--- src/rtl/match_job_sched_if.sv ---
// Handshake bundle for match_job_sched: requester ports, input word stream and result port.
// Optional MATCH_ABORT_EN adds the abort input and the res_aborted result flag.
interface match_job_sched_if #(
   parameter int NREQ   = 4,
   parameter int DATA_W = 8,
   parameter int LEN_W  = 8,
   parameter int CNT_W  = 8,
   parameter int ID_W   = 2
);
   logic [NREQ-1:0]        req;
   logic [NREQ*DATA_W-1:0] req_pattern;
   logic [NREQ*LEN_W-1:0]  req_len;
   logic [NREQ-1:0]        grant;
   logic                   in_valid;
   logic [DATA_W-1:0]      in_data;
   logic                   in_ready;
   logic                   res_valid;
   logic                   res_ready;
   logic [ID_W-1:0]        res_id;
   logic [CNT_W-1:0]       res_count;
   logic                   busy;
`ifdef MATCH_ABORT_EN
   logic                   abort;
   logic                   res_aborted;

   modport master (
      output req, req_pattern, req_len, in_valid, in_data, res_ready, abort,
      input  grant, in_ready, res_valid, res_id, res_count, busy, res_aborted
   );
   modport slave (
      input  req, req_pattern, req_len, in_valid, in_data, res_ready, abort,
      output grant, in_ready, res_valid, res_id, res_count, busy, res_aborted
   );
`else
   modport master (
      output req, req_pattern, req_len, in_valid, in_data, res_ready,
      input  grant, in_ready, res_valid, res_id, res_count, busy
   );
   modport slave (
      input  req, req_pattern, req_len, in_valid, in_data, res_ready,
      output grant, in_ready, res_valid, res_id, res_count, busy
   );
`endif
endinterface

--- src/rtl/match_job_sched.sv ---
// Round-robin job scheduler sharing one pattern-match counter among NREQ requesters.
// Define MATCH_ABORT_EN to add the abort input and res_aborted result flag.
module match_job_sched #(
   parameter int NREQ   = 4,
   parameter int DATA_W = 8,
   parameter int LEN_W  = 8,
   parameter int CNT_W  = 8,
   parameter int ID_W   = 2
) (
   input logic              clk,
   input logic              reset,
   match_job_sched_if.slave bus
);

   typedef enum logic [1:0] {
      IDLE,
      LOAD,
      SCAN,
      REPORT
   } state_t;

   state_t              state_q, state_d;
   logic [ID_W-1:0]     rrPtr_q, rrPtr_d;
   logic [ID_W-1:0]     jobId_q, jobId_d;
   logic [DATA_W-1:0]   pattern_q, pattern_d;
   logic [LEN_W-1:0]    remaining_q, remaining_d;
   logic [CNT_W-1:0]    count_q, count_d;
   logic [NREQ-1:0]     grant_q, grant_d;
   logic                inReady_q, inReady_d;
   logic                resValid_q, resValid_d;
   logic [ID_W-1:0]     resId_q, resId_d;
   logic [CNT_W-1:0]    resCount_q, resCount_d;
   logic                busy_q, busy_d;
`ifdef MATCH_ABORT_EN
   logic                resAborted_q, resAborted_d;
`endif

   logic                reqFound;
   logic [ID_W-1:0]     reqSel;
   logic                inFire;
   logic                isMatch;
   logic                lastWord;
   logic [CNT_W-1:0]    countInc;
   logic [CNT_W-1:0]    scanCount;

   function automatic logic [ID_W-1:0] wrapAdd(input logic [ID_W-1:0] base, input int offs);
      int sum;
      sum = int'(base) + offs;
      if (sum >= NREQ) begin
         sum = sum - NREQ;
      end
      return sum[ID_W-1:0];
   endfunction

   // First requester at or above the round-robin pointer, wrapping past the top.
   always_comb begin
      reqFound = 1'b0;
      reqSel   = rrPtr_q;
      for (int k = 0; k < NREQ; k++) begin
         if (!reqFound && bus.req[wrapAdd(rrPtr_q, k)]) begin
            reqFound = 1'b1;
            reqSel   = wrapAdd(rrPtr_q, k);
         end
      end
   end

   assign inFire    = bus.in_valid & inReady_q;
   assign isMatch   = (bus.in_data == pattern_q);
   assign lastWord  = inFire && (remaining_q == LEN_W'(1));
   assign countInc  = (count_q == {CNT_W{1'b1}}) ? count_q : count_q + CNT_W'(1);
   assign scanCount = (inFire && isMatch) ? countInc : count_q;

   always_comb begin
      state_d     = state_q;
      rrPtr_d     = rrPtr_q;
      jobId_d     = jobId_q;
      pattern_d   = pattern_q;
      remaining_d = remaining_q;
      count_d     = count_q;
      grant_d     = '0;
      inReady_d   = inReady_q;
      resValid_d  = resValid_q;
      resId_d     = resId_q;
      resCount_d  = resCount_q;
`ifdef MATCH_ABORT_EN
      resAborted_d = resAborted_q;
`endif

      case (state_q)
         IDLE: begin
            if (reqFound) begin
               state_d     = LOAD;
               jobId_d     = reqSel;
               pattern_d   = bus.req_pattern[reqSel*DATA_W +: DATA_W];
               remaining_d = bus.req_len[reqSel*LEN_W +: LEN_W];
               grant_d     = NREQ'(1) << reqSel;
            end
         end

         LOAD: begin
            count_d = '0;
            if (remaining_q == '0) begin
               state_d    = REPORT;
               resValid_d = 1'b1;
               resId_d    = jobId_q;
               resCount_d = '0;
`ifdef MATCH_ABORT_EN
               resAborted_d = 1'b0;
`endif
            end else begin
               state_d   = SCAN;
               inReady_d = 1'b1;
            end
         end

         SCAN: begin
            count_d = scanCount;
            if (inFire) begin
               remaining_d = remaining_q - LEN_W'(1);
            end
`ifdef MATCH_ABORT_EN
            if (lastWord || bus.abort) begin
               resAborted_d = bus.abort;
`else
            if (lastWord) begin
`endif
               state_d    = REPORT;
               inReady_d  = 1'b0;
               resValid_d = 1'b1;
               resId_d    = jobId_q;
               resCount_d = scanCount;
            end
         end

         REPORT: begin
            if (bus.res_ready) begin
               state_d    = IDLE;
               resValid_d = 1'b0;
               rrPtr_d    = wrapAdd(jobId_q, 1);
            end
         end

         default: begin
            state_d = IDLE;
         end
      endcase

      busy_d = (state_d != IDLE);
   end

   always_ff @(posedge clk or negedge reset) begin
      if (!reset) begin
         state_q     <= IDLE;
         rrPtr_q     <= '0;
         jobId_q     <= '0;
         pattern_q   <= '0;
         remaining_q <= '0;
         count_q     <= '0;
         grant_q     <= '0;
         inReady_q   <= 1'b0;
         resValid_q  <= 1'b0;
         resId_q     <= '0;
         resCount_q  <= '0;
         busy_q      <= 1'b0;
`ifdef MATCH_ABORT_EN
         resAborted_q <= 1'b0;
`endif
      end else begin
         state_q     <= state_d;
         rrPtr_q     <= rrPtr_d;
         jobId_q     <= jobId_d;
         pattern_q   <= pattern_d;
         remaining_q <= remaining_d;
         count_q     <= count_d;
         grant_q     <= grant_d;
         inReady_q   <= inReady_d;
         resValid_q  <= resValid_d;
         resId_q     <= resId_d;
         resCount_q  <= resCount_d;
         busy_q      <= busy_d;
`ifdef MATCH_ABORT_EN
         resAborted_q <= resAborted_d;
`endif
      end
   end

   assign bus.grant     = grant_q;
   assign bus.in_ready  = inReady_q;
   assign bus.res_valid = resValid_q;
   assign bus.res_id    = resId_q;
   assign bus.res_count = resCount_q;
   assign bus.busy      = busy_q;
`ifdef MATCH_ABORT_EN
   assign bus.res_aborted = resAborted_q;
`endif

endmodule

--- src/flat_wrapper.sv ---
// flat-port wrapper written by rule: the top's interface ports become plain ports
module match_job_sched_flat 
#(
   parameter int NREQ   = 4,
   parameter int DATA_W = 8,
   parameter int LEN_W  = 8,
   parameter int CNT_W  = 8,
   parameter int ID_W   = 2
)
  (clk, reset, bus_req, bus_req_pattern, bus_req_len, bus_in_valid, bus_in_data, bus_res_ready, bus_grant, bus_in_ready, bus_res_valid, bus_res_id, bus_res_count, bus_busy);
  match_job_sched_if #(.NREQ(NREQ), .DATA_W(DATA_W), .LEN_W(LEN_W), .CNT_W(CNT_W), .ID_W(ID_W)) bus_i ();
  input logic clk;
  input logic reset;
  input wire logic [$bits(bus_i.req)-1:0] bus_req;
  input wire logic [$bits(bus_i.req_pattern)-1:0] bus_req_pattern;
  input wire logic [$bits(bus_i.req_len)-1:0] bus_req_len;
  input wire logic [$bits(bus_i.in_valid)-1:0] bus_in_valid;
  input wire logic [$bits(bus_i.in_data)-1:0] bus_in_data;
  input wire logic [$bits(bus_i.res_ready)-1:0] bus_res_ready;
  output wire logic [$bits(bus_i.grant)-1:0] bus_grant;
  output wire logic [$bits(bus_i.in_ready)-1:0] bus_in_ready;
  output wire logic [$bits(bus_i.res_valid)-1:0] bus_res_valid;
  output wire logic [$bits(bus_i.res_id)-1:0] bus_res_id;
  output wire logic [$bits(bus_i.res_count)-1:0] bus_res_count;
  output wire logic [$bits(bus_i.busy)-1:0] bus_busy;
  assign bus_i.req = bus_req;
  assign bus_i.req_pattern = bus_req_pattern;
  assign bus_i.req_len = bus_req_len;
  assign bus_i.in_valid = bus_in_valid;
  assign bus_i.in_data = bus_in_data;
  assign bus_i.res_ready = bus_res_ready;
  assign bus_grant = bus_i.grant;
  assign bus_in_ready = bus_i.in_ready;
  assign bus_res_valid = bus_i.res_valid;
  assign bus_res_id = bus_i.res_id;
  assign bus_res_count = bus_i.res_count;
  assign bus_busy = bus_i.busy;
  match_job_sched #(.NREQ(NREQ), .DATA_W(DATA_W), .LEN_W(LEN_W), .CNT_W(CNT_W), .ID_W(ID_W)) u_core (.clk(clk), .reset(reset), .bus(bus_i));
endmodule
--- config.mk ---
export PLATFORM = sky130hd
export DESIGN_NAME = match_job_sched_flat
export DESIGN_NICKNAME = d
export VERILOG_FILES = /design/src/rtl/match_job_sched_if.sv /design/src/rtl/match_job_sched.sv /design/src/flat_wrapper.sv
export SDC_FILE = /design/constraint.sdc
export NUM_CORES = 1
export LEC_CHECK = 0
export CORE_MARGIN = 3
export CORE_UTILIZATION = 30
export CTS_BUF_LIST = sky130_fd_sc_hd__clkbuf_4
export DETAILED_ROUTE_END_ITERATION = 12
export GPL_TIMING_DRIVEN = 1
export HOLD_SLACK_MARGIN = 0.08
export RECOVER_POWER = 50
export SYNTH_ARGS = -nofsm -noshare
export SYNTH_HDL_FRONTEND = slang
export SYNTH_SLANG_ARGS = --single-unit
--- constraint.sdc ---
create_clock -name clk -period 4.6 [get_ports clk]
set_input_delay 0.69 -clock clk [delete_from_list [all_inputs] [get_ports clk]]
set_output_delay 0.69 -clock clk [all_outputs]
set_load 0.05 [all_outputs]
==> results.ini <==
[power_and_ir_drop]
p_per_area_nw_per_um2=463
swShare_pct=42.9
p_clk_share_pct=9.4
p_sw_uw=828
leakage_nw=1.68
p_seq_share_pct=33.5
vdd_drop_max_mv=0.230
pwr-share-comb_pct=57.1
internal-power_mw=1.10

[critical_path]
crit_type=in -> reg
cp-end-kind=register
start_kind=input pin
critPathMaxFanout=11
crit_required_ns=4.84
worstPathArrival_ns=3.00

[synth]
yosysUniqueCellTypes=51
synth_seq_area_share_pct=38.5
syn_avg_cell_area_um2=10.1
synthFlopType=dfrtp_1
syn_area_um2=3060
synth-seq-cells=47
synth-edff-count=0
async_reset_ff_share_pct=100
yosys_warnings=0
synth_nets=393
synthCells=304

[placement]
portBuffers=96
dp_hpwl_um=6100
gp_congestion=0.824

[outcome]
failed_checks=max-capacitance violations, max-slew violations
status=finished, violations left

[sta]
rsz0062_at_grt=false
hold_ws_ns=0.497
worst_slew_pin_slew_ns=2.56
finalSetupViolations=0
finalHoldViolations=0
finalCritPeriodShare_pct=59.9
fmax_mhz=363
min_period_ns=2.76
timing.slew.headroom_pct=-70.5
report.final.slew_viol_count=48
setup_tns_ns=0
fin_skew_ns=0.00929

[clocking]
cts_buffer_depth=2
clockRootBuffer=clkbuf_4
post-cts-setup-buffer-count=0
cts.sink_count=47
clkTransAtPathRegs_ns=0.13
cts_resized=0
insertion_delay_ns=0.36
cts_inserted_buffers=5
htree_num_levels=2
cts_tree=yes
cts_hold_buf=0

[die]
pin_count=97
core.rowCount=36
die_h_um=107
die_area_um2=11400
die_width_um=107
initial_core_util_pct=31.1
core-area_um2=9820

[drt]
postRouteAntennaNets=0
viasPerCell=4.99
wirelength_um=7570
remaining_drc_errors=0
vias=2637
initialDrtViolationCount=163
detail_route.wl_per_cell_um=14.3
drt_first_pass_iters=4

[global_routing]
overflow=0
track_usage_pct=13.6
antenna_found_initial=0
grt_pass1_wl_um=12500
grt_pass1_vias=2603
grt_max_degree=48

[cells_and_area]
regArea_um2=1180
drive_above_1_share_pct=9.62
area_growth_pct=36.3
fin_nets=485
multi_input_area_um2=1750
fill_cells=1008
antenna-diode-count=0

[hold_path]
worstHoldPathType=reg -> reg

[job]
drv_cap=1

cells in the final DEF (no fill, tap or decap), drive strengths merged, types with 4 or more instances in the layout:
master / Yosys / layout
nor2: 18 / 18
nand2: 26 / 26
o31ai: 5 / 5
clkdlybuf4s50: 0 / 91
o22ai: 5 / 5
nand2b: 4 / 4
nand4: 5 / 5
dfrtp: 47 / 47
mux2: 12 / 12
nand3: 8 / 8
nor3: 8 / 8
dlygate4sd3: 0 / 4
mux2i: 21 / 21
xor2: 5 / 5
ha: 9 / 9
clkbuf: 4 / 6
o21ai: 19 / 19
inv: 16 / 16
o2bb2ai: 5 / 5
xnor2: 11 / 11
o211ai: 4 / 4
a21oi: 12 / 12
nor2b: 5 / 5
mux4: 9 / 9
area by class of cell:
cell class	count	area share (%)
multi-input combinational	228	42.0
sequential	47	28.2
timing repair buffer	98	23.3
tap	133	4.00
inverter	16	1.44
clock buffer	5	0.901
clock inverter	1	0.180
power by group through the flow:
stage	clock, mW	combinational, mW	sequential (mW)
after floorplan	0	0.750	0.727
after global placement	0	1.10	0.660
after detailed placement	0	1.12	0.662
after CTS	0.193	1.12	0.653
after global routing	0.208	1.22	0.664
final	0.182	1.10	0.646
worst max-delay path: stages:
cell and delay (ns):
clkdlybuf4s50_1 0.50, and2_0 0.38, and4_1 0.28, nand3_1 0.37, nor4_2 0.47, mux2i_1 0.22
o2bb2ai_1 0.08
cell families (layout without fill, tap and decap cells):
logic type / Yosys count / count (layout) / synth area share (%)
XOR/XNOR: 16 / 16 / 4.58
buffers and inverters: 29 / 120 / 4.05
multiplexers: 42 / 42 / 17.9
AND/OR/NAND/NOR: 90 / 90 / 15.5
flip-flops: 47 / 47 / 38.5
AO/OA/AOI/OAI: 71 / 71 / 15.8
adder cells (fa/ha/maj): 9 / 9 / 3.68
registers in the layout (all words and copies together) (netlist names):
signal / count
u_core.jobId_q: 2
u_core.bus.in_ready: 1
u_core.pattern_q: 8
u_core.remaining_q: 8
u_core.bus.res_valid: 1
u_core.rrPtr_q: 2
u_core.bus.grant: 4
u_core.state_q: 2
u_core.count_q: 8
u_core.bus.res_id: 2
u_core.bus.busy: 1
u_core.bus.res_count: 8
path summary, 6_finish.rpt:
check                                             start                       to  slack (ns)  cells after the start
worst max register to register        u_core.state_q[0]    u_core.remaining_q[3]        2.03                      7
worst max-delay path                       bus_in_valid        u_core.count_q[5]        1.84                      7
min in group asynchronous                         reset        u_core.state_q[0]        1.11                      1
worst min-delay path            u_core.bus.res_count[1]  u_core.bus.res_count[1]        0.50                      2
max in group asynchronous                         reset    u_core.remaining_q[5]        2.04                      1
worst min register to register  u_core.bus.res_count[1]  u_core.bus.res_count[1]        0.50                      2
metal layers:
metal,part of all wire (%),track usage [%],vias up
li1,-,-,1297
met1,46,18.6,1236
met2,46,21.3,102
met3,8.0,3.91,2
met4,0.41,2.92,0
met5,0,0,-
through the flow:
step | area (µm²) | utilization, % | total power, mW | setup WS (ns) | cells
final | 4170 | 42.4 | 1.93 | 1.84 | 528
after global routing | 4170 | 42.4 | 2.09 | 1.50 | 528
after CTS | 4180 | 42.6 | 1.97 | 1.86 | 528
after detailed placement | 4140 | 42.1 | 1.78 | 1.47 | 522
after global placement | 4140 | 42.1 | 1.76 | 1.51 | 522
after floorplan | 3060 | - | 1.48 | 2.48 | 304
Yosys cell counts, types with 2 or more instances:
cell type | n | area share, %
dfrtp_1 | 47 | 38
xnor2_1 | 11 | 3.2
o31ai_1 | 4 | 0.98
inv_1 | 16 | 2.0
o21ai_0 | 18 | 2.9
nand2b_1 | 4 | 0.82
o22ai_1 | 5 | 1.0
a21boi_0 | 2 | 0.49
and3_1 | 2 | 0.41
mux2_2 | 12 | 4.4
nor2b_1 | 5 | 1.0
ha_1 | 9 | 3.7
nand4_1 | 5 | 1.0
clkbuf_1 | 4 | 0.49
mux2i_1 | 21 | 6.9
buf_2 | 6 | 0.98
nand3_1 | 8 | 1.3
xor2_1 | 5 | 1.4
nor2_1 | 18 | 2.2
or2_2 | 3 | 0.61
buf_4 | 2 | 0.49
mux4_2 | 9 | 6.6
nor3_1 | 7 | 1.1
and4_1 | 3 | 0.86
o211ai_1 | 3 | 0.74
o211a_1 | 2 | 0.65
nand2_1 | 26 | 3.2
o2bb2ai_1 | 5 | 1.4
a2bb2oi_1 | 2 | 0.57
a22o_1 | 3 | 0.86
a22oi_1 | 3 | 0.74
a21oi_1 | 12 | 2.0
a31oi_1 | 3 | 0.61
and2_1 | 2 | 0.41
No activity file was read; power rests on OpenSTA's default activity.
